### src/rtl/im_fetch_server_pkg.sv
// Shared constants and state encoding for the instruction-memory fetch server.
package im_fetch_server_pkg;

    localparam logic [31:0] IFS_NOP      = 32'h0000_0000;
    localparam logic [31:0] IFS_RESET_PC = 32'h0000_3000;

    typedef enum logic {
        IFS_IDLE = 1'b0,
        IFS_BUSY = 1'b1
    } ifs_state_t;

endpackage

### src/rtl/im_line_buf.sv
// Direct-mapped instruction line storage: combinational read, synchronous write.
// Only the valid bits are reset or invalidated; tag/data are don't-care while invalid.
module im_line_buf #(
    parameter int ENTRIES = 4,
    parameter int IW      = $clog2(ENTRIES)
) (
    input  logic          clk,
    input  logic          reset,
    input  logic          inv,
    input  logic [IW-1:0] rd_idx,
    output logic          rd_valid,
    output logic [29:0]   rd_tag,
    output logic [31:0]   rd_data,
    input  logic          wr_en,
    input  logic [IW-1:0] wr_idx,
    input  logic [29:0]   wr_tag,
    input  logic [31:0]   wr_data
);

    logic [ENTRIES-1:0] valid;
    logic [29:0]        tag_mem  [ENTRIES];
    logic [31:0]        data_mem [ENTRIES];

    always_ff @(posedge clk or posedge reset) begin
        if (reset) begin
            valid <= '0;
        end else if (inv) begin
            valid <= '0;
        end else if (wr_en) begin
            valid[wr_idx] <= 1'b1;
        end
    end

    always_ff @(posedge clk) begin
        if (wr_en) begin
            tag_mem[wr_idx]  <= wr_tag;
            data_mem[wr_idx] <= wr_data;
        end
    end

    assign rd_valid = valid[rd_idx];
    assign rd_tag   = tag_mem[rd_idx];
    assign rd_data  = data_mem[rd_idx];

endmodule

### src/rtl/im_fetch_server.sv
// Fetch-side instruction responder: buffer hit or ack bypass returns a word, otherwise stalls Fetch.
// One outstanding bus read; a redirect or invalidate mid-read marks the ack to be drained unused.
module im_fetch_server
    import im_fetch_server_pkg::*;
#(
    parameter int          ENTRIES  = 4,
    parameter logic [31:0] NOP_WORD = IFS_NOP
) (
    input  logic        clk,
    input  logic        reset,
    input  logic [31:0] f_PC,
    input  logic        f_AdEL,
    input  logic        Req,
    input  logic        inv,
    output logic [31:0] Instr_out,
    output logic        f_stall,
    output logic        i_req,
    output logic [31:0] i_addr,
    input  logic        i_ack,
    input  logic [31:0] i_rdata
);

    localparam int IW = $clog2(ENTRIES);

    ifs_state_t  state;
    ifs_state_t  state_nxt;
    logic [29:0] req_addr;
    logic        drop;

    logic        buf_valid;
    logic [29:0] buf_tag;
    logic [31:0] buf_data;
    logic        hit;
    logic        ack_ok;
    logic        bypass;
    logic        launch;
    logic [1:0]  unused_pc_lsb;

    assign unused_pc_lsb = f_PC[1:0];

    im_line_buf #(
        .ENTRIES (ENTRIES),
        .IW      (IW)
    ) u_line_buf (
        .clk      (clk),
        .reset    (reset),
        .inv      (inv),
        .rd_idx   (f_PC[IW+1:2]),
        .rd_valid (buf_valid),
        .rd_tag   (buf_tag),
        .rd_data  (buf_data),
        .wr_en    (ack_ok),
        .wr_idx   (req_addr[IW-1:0]),
        .wr_tag   (req_addr),
        .wr_data  (i_rdata)
    );

    assign hit    = buf_valid && (buf_tag == f_PC[31:2]);
    // An ack is only usable if no redirect/invalidate happened during or alongside it.
    assign ack_ok = (state == IFS_BUSY) && i_ack && !drop && !Req && !inv;
    assign bypass = ack_ok && (req_addr == f_PC[31:2]);
    assign launch = (state == IFS_IDLE) && !hit && !f_AdEL && !Req && !inv;

    always_ff @(posedge clk or posedge reset) begin
        if (reset) begin
            state <= IFS_IDLE;
        end else begin
            state <= state_nxt;
        end
    end

    always_comb begin
        state_nxt = state;
        case (state)
            IFS_IDLE: if (launch) state_nxt = IFS_BUSY;
            IFS_BUSY: if (i_ack)  state_nxt = IFS_IDLE;
            default:              state_nxt = IFS_IDLE;
        endcase
    end

    always_comb begin
        Instr_out = NOP_WORD;
        f_stall   = 1'b0;
        if (!reset && !f_AdEL) begin
            if (hit) begin
                Instr_out = buf_data;
            end else if (bypass) begin
                Instr_out = i_rdata;
            end else begin
                f_stall = 1'b1;
            end
        end
        i_req  = (state == IFS_BUSY);
        i_addr = {req_addr, 2'b00};
    end

    always_ff @(posedge clk or posedge reset) begin
        if (reset) begin
            req_addr <= IFS_RESET_PC[31:2];
            drop     <= 1'b0;
        end else begin
            if (launch) begin
                req_addr <= f_PC[31:2];
            end
            if (state == IFS_BUSY) begin
                if (i_ack) begin
                    drop <= 1'b0;
                end else if (Req || inv) begin
                    drop <= 1'b1;
                end
            end
        end
    end

endmodule

### config.mk
export PLATFORM = sky130hd
export DESIGN_NAME = im_fetch_server
export DESIGN_NICKNAME = d
export VERILOG_FILES = /design/src/rtl/im_fetch_server_pkg.sv /design/src/rtl/im_line_buf.sv /design/src/rtl/im_fetch_server.sv
export SDC_FILE = /design/constraint.sdc
export NUM_CORES = 1
export LEC_CHECK = 0
export CAP_MARGIN = 40
export CORE_MARGIN = 2
export CORE_UTILIZATION = 38
export DETAILED_ROUTE_END_ITERATION = 6
export GPL_ROUTABILITY_DRIVEN = 0
export PLACE_DENSITY = 0.65
export SETUP_SLACK_MARGIN = 0.5
export SLEW_MARGIN = 0
export SYNTH_ARGS = -nofsm -noshare
export SYNTH_HDL_FRONTEND = slang
export SYNTH_HIERARCHICAL = 1
export SYNTH_SLANG_ARGS = --single-unit
### constraint.sdc
create_clock -name clk -period 5.72 [get_ports clk]
set_input_delay 0.858 -clock clk [delete_from_list [all_inputs] [get_ports clk]]
set_output_delay 0.858 -clock clk [all_outputs]
set_load 0.005 [all_outputs]
Yosys cells after proc, flatten, opt, wreduce, memory -nomap -nowiden
Memory sizes are Yosys's and may differ from the RTL's.
Index checks and enable logic that the tools add are counted.
{"block": "totals", "input_bits": 70, "output_inout_bits": 66, "memories": 2, "ram_bits": 248, "reg_bits": 36}
{"block": "op_classes", "mux": 19, "order_cmp": 3, "bitwise_logic": 2, "n_eq_ne": 2, "reduce_logical": 22}
{"name": "u_line_buf.data_mem", "depth": 4, "word_bits": 32, "rd": 1, "rd_clocked_by_memory_dff": 0, "wr": 1, "line_no": "im_line_buf.sv:22", "source": "logic [31:0] data_mem [ENTRIES];"}
{"name": "u_line_buf.tag_mem", "depth": 4, "word_bits": 30, "rd": 1, "rd_clocked_by_memory_dff": 0, "wr": 1, "line_no": "im_line_buf.sv:21", "source": "logic [29:0] tag_mem [ENTRIES];"}
{"operator": "$mux W32", "n": 3}
{"operator": "$eq A30 B30 Y1", "n": 2}
{"operator": "$logic_and A1 B1 Y1", "n": 12}
{"operator": "$mux W1", "n": 11}
{"operator": "$mux W4", "n": 2}
{"operator": "$logic_not A1 Y1", "n": 6}
{"operator": "$lt A2 B3 Y1 const B", "n": 2}
{"operator": "$or A4 B4 Y4", "n": 1}
{"operator": "$reduce_bool A2 Y1", "n": 2}
{"operator": "$bmux W1 S2", "n": 1}
{"operator": "$demux W1 S2", "n": 1}
{"operator": "$ge A2 B1 Y1 const B", "n": 1}
{"operator": "$pmux W1 S2", "n": 1}
{"operator": "$reduce_and A2 Y1", "n": 1}
{"operator": "$logic_or A1 B1 Y1", "n": 1}
{"operator": "$not A1 Y1", "n": 1}

Longest topological paths before layout
{"block": "logic_depth", "depth_word": 10, "mapped_depth": 11, "depth_no_buf": 7}

Modules after synthesis
Netlist, hierarchy kept.
{"module": "im_line_buf", "n_inst": 1, "area_per_inst_um2": 9218.8, "cells_per_inst": 341}
{"module": "im_fetch_server", "n_inst": 1, "area_per_inst_um2": 2865.2, "cells_per_inst": 272}

Worst setup path after synthesis
OpenSTA, ideal clock, no wires.
{"block": "synth_path", "kind": "input to register", "from": "in inv", "to": "mem u_line_buf.data_mem[0][0] (enable)", "arrival_time_ps": 5830, "required_ps": 5146, "stages": 2, "path_slack_ps": -684, "n_path_buf": 0, "cell_sequence": "nor4_4 > nor3b_1"}
{"block": "synth_between", "elab_chain_len": 4}
{"element": "start, declared", "line_no": "im_fetch_server.sv:14", "source": "input logic inv,"}
{"element": "$logic_not A1 Y1", "line_no": "im_fetch_server.sv:60", "source": "assign ack_ok = (state == IFS_BUSY) && i_ack && !drop && !Req && !inv;"}
{"element": "$logic_and A1 B1 Y1", "line_no": "im_fetch_server.sv:60"}
{"element": "$mux W1", "line_no": "im_line_buf.sv:35", "source": "if (wr_en) begin"}
{"element": "$mux W1 (implied by the code)", "line_no": "im_line_buf.sv:37", "source": "data_mem[wr_idx] <= wr_data;"}
{"element": "end, declared", "line_no": "im_line_buf.sv:22"}
Every way passes these cells.

Worst setup path in the final report
{"block": "layout_path", "from": "in f_PC[2]", "to": "out Instr_out[22]"}
{"block": "layout_between", "elab_chain_len": 5, "elab_cells_between_ends": 11, "classes_between": "eq/ne (2); mux (5); reduce/logical (2); memory (2)"}
{"element": "start, declared", "line_no": "im_fetch_server.sv:11", "source": "input logic [31:0] f_PC,"}
{"element": "$mem_v2 Z4 W30"}
{"element": "net buf_tag[22]", "line_no": "im_fetch_server.sv:31", "source": "logic [29:0] buf_tag;"}
{"element": "$eq A30 B30 Y1", "line_no": "im_fetch_server.sv:58", "source": "assign hit = buf_valid && (buf_tag == f_PC[31:2]);"}
{"element": "$logic_and A1 B1 Y1", "line_no": "im_fetch_server.sv:58"}
{"element": "$mux W32", "line_no": "im_fetch_server.sv:85", "source": "if (hit) begin"}
{"element": "$mux W32", "line_no": "im_fetch_server.sv:84", "source": "if (!reset && !f_AdEL) begin"}
{"element": "end, declared", "line_no": "im_fetch_server.sv:15", "source": "output logic [31:0] Instr_out,"}
The timed path passes the listed nets, and every way through them passes these cells. The select of a mux whose other input is x is not followed.

==> results_dict.tcl <==
set metrics [dict create \
    layout_commonest_cell "edfxtp_1" \
    drcViolationCount 0 \
    first_iter_violations 413 \
    fillers 2627 \
    die_x_um 182 \
    cts-root-buf "clkbuf_16" \
    grt_usage 0.155 \
    ys_ff_latch 284 \
    hpwl_um 16100 \
    p_leak_nw 4.76 \
    antenna_found_initial 0 \
    fin_cells 1193 \
    grt_setup_unrepaired "no" \
    worst_pin_slew_ns 0.720 \
    p_per_area_mw_per_mm2 335 \
    cts.clk_slew.worst_paths_ns 0.06 \
    vias_per_cell 5.09 \
    clk_latency_ns 0.55 \
    slowest_delay_ns 0.55 \
    crit_buf_inv 4 \
    post-route-period-util 0.854 \
    core_area_mm2 0.0315 \
    ys.flop_type "edfxtp_1" \
    final_nets 836 \
    clockBufferDepth 3 \
    rows 65 \
    max_freq_mhz 205 \
    path_cells "buf_4 > buf_4 > mux4_2 > xnor2_1 > nand4_1 > nor4_2 > and4_1 > buf_12 > nand2_1 > a21oi_2 > clkdlybuf4s50_1" \
    peakVddDrop_mv 0.223 \
    most-common-layout-cells "248 x edfxtp_1, 129 x clkdlybuf4s50_1, 60 x mux4_2" \
    final-setup-viol-count 0 \
    die_area_mm2 0.0332 \
    yosys_warnings 6 \
    first_pass_iters 5 \
    cts_sinks 284 \
    detail_route.wl_per_cell_um 21.4 \
    fin_worst_skew_ns 0.00743 \
    status "complete, no violations" \
    drive_gt1_frac 0.295 \
    critPathTopFamily "buffers and inverters" \
    synthArstFlopShare 0.127 \
    worstHoldPathType "flop to flop" \
    die_h_um 182 \
    min_period_ns 4.88 \
    synth_cell_types 38 \
    slew_violations 0 \
    cp_slowest_cell "mux4_2" \
    worstPathRequired_ns 4.86 \
    grt_max_degree 44 \
    final_antenna_net_count 0 \
    start_kind "primary input" \
    synthCells 613 \
    fin_setup_tns_ns 0 \
    crit_top_cell "buf_4" \
    avgSynthCellArea_um2 19.7 \
    tritoncts "done" \
    grt_pass1_vias 6470 \
    vias 6078 \
    htreeDepth 1 \
    ys_seq_area_frac 0.691 \
    syn_area_mm2 0.0121 \
    cp_max_fo 35 \
    max_cap_viol_count 0 \
    portBuffers 131 \
    hold_buffers 0 \
    start_util 0.384 \
    area_growth_pct 23.0 \
    cts_buffers 30 \
    max_slew_margin 0.520 \
    setup.worst_path.end_class "primary output" \
    synth-edff-count 248 \
    path_class "primary input to primary output" \
    place_inst 1136 \
    grt-ovfl-total 0 \
    hold_violations 0 \
    arrival_ns 4.03 \
    grt_pass1_wl_um 39000 \
    routed_wirelength_um 25500 \
    io_pins 136 \
]
## Yosys cell counts (2+ instances only)
library cell / n / share of area
edfxtp_1: 248 / 0.62
mux4_2: 60 / 0.11
dfrtp_1: 34 / 0.070
nand2_1: 34 / 0.011
xor2_1: 31 / 0.022
mux2_4: 30 / 0.037
a21oi_2: 29 / 0.021
nand3_2: 29 / 0.024
xnor2_1: 29 / 0.021
buf_6: 10 / 0.0093
nand4_1: 10 / 0.0052
buf_2: 9 / 0.0037
nor4_1: 8 / 0.0041
buf_12: 6 / 0.0099
inv_1: 5 / 0.0016
a21oi_1: 4 / 0.0017
clkbuf_1: 4 / 0.0012
nor2_1: 4 / 0.0012
buf_4: 3 / 0.0019
mux4_1: 3 / 0.0065
nand3_1: 3 / 0.0012
dfstp_2: 2 / 0.0043
nor4_4: 2 / 0.0035
o21ba_2: 2 / 0.0017
## worst paths after layout
path	startpoint	to	slack [ns]	cells past startpoint
setup / recovery	f_PC[2]	Instr_out[22]	0.84	11
hold / removal	u_line_buf/valid[1]$_DFFE_PP0P_	u_line_buf/valid[1]$_DFFE_PP0P_	0.50	1
setup reg to reg	u_line_buf/tag_mem[3][3]$_DFFE_PP_	req_addr[27]$_DFFE_PP0P_	2.62	9
hold reg to reg	u_line_buf/valid[1]$_DFFE_PP0P_	u_line_buf/valid[1]$_DFFE_PP0P_	0.50	1
max in group asynchronous	reset	req_addr[10]$_DFFE_PP1P_	4.18	3
min in group asynchronous	reset	u_line_buf/valid[1]$_DFFE_PP0P_	0.69	2
## power breakdown
| part | leakage, nW | internal (W) | switching (W) | total [W] |
|---|---|---|---|---|
| registers | 2.67 | 0.00237 | 0.000115 | 0.00248 |
| logic | 1.59 | 0.000281 | 0.000185 | 0.000466 |
| clock network | 0.508 | 0.00125 | 0.000778 | 0.00202 |
| total | 4.76 | 0.00389 | 0.00108 | 0.00497 |
## final cells by class
| class | instances | area (um2) | share of cell area |
|---|---|---|---|
| Clock buffer | 41 | 833 | 0.0561 |
| Tap cell | 402 | 503 | 0.0338 |
| Timing Repair Buffer | 153 | 1520 | 0.102 |
| Clock inverter | 15 | 210 | 0.0141 |
| Multi-Input combinational cell | 292 | 3420 | 0.230 |
| Sequential cell | 284 | 8350 | 0.562 |
| Antenna cell | 1 | 2.50 | 0.000168 |
| Inverter | 5 | 18.8 | 0.00126 |
## per-layer routing
metal	global-route usage	wire length [um]
met1	0.207	10900
met3	0.0329	1670
met2	0.260	12400
met5	0	0
met4	0.0387	558
## worst register-to-register path: cells and delay by family (launching register included)
family	cells	cell delay, ns
XOR/XNOR	1	0.18
buffers and inverters	2	0.54
flip-flops	1	0.37
multiplexers	2	0.89
AND/OR/NAND/NOR	4	1.02
## kinds of logic (layout without fill, tap and decap cells)
group | Yosys count | in the layout | share of synthesized area
flops | 284 | 284 | 0.691
simple gates | 99 | 99 | 0.0556
mux | 93 | 93 | 0.156
xor+xnor | 60 | 60 | 0.0435
compound gates | 38 | 38 | 0.0260
buf+inv | 38 | 214 | 0.0280
other cells | 1 | 3 | 0.000310
## state kept, by name (all words and copies together), names as in the netlist
signal	flops
drop	1
u_line_buf/data_mem	128
u_line_buf/tag_mem	120
req_addr	30
u_line_buf/valid	4
i_req	1
## stage by stage
stage               hold slack (ns)  instance area [um2]  utilization  setup slack [ns]  total power (W)
floorplan                     0.455                12100            -              1.54          0.00273
global placement              0.480                13800        0.437             0.635          0.00299
detailed placement            0.486                13800        0.439             0.633          0.00300
CTS                           0.500                14900        0.472             0.639          0.00503
global route                  0.508                14900        0.472             0.558          0.00514
finish                        0.498                14900        0.472             0.835          0.00497
## timing repair
action / 4_1_cts / 5_1_grt
gates resized for setup: 0 / 1
buffers inserted: 0 / 0
setup endpoints to repair: 0 / 21
Power figures use the tool's default switching activity.
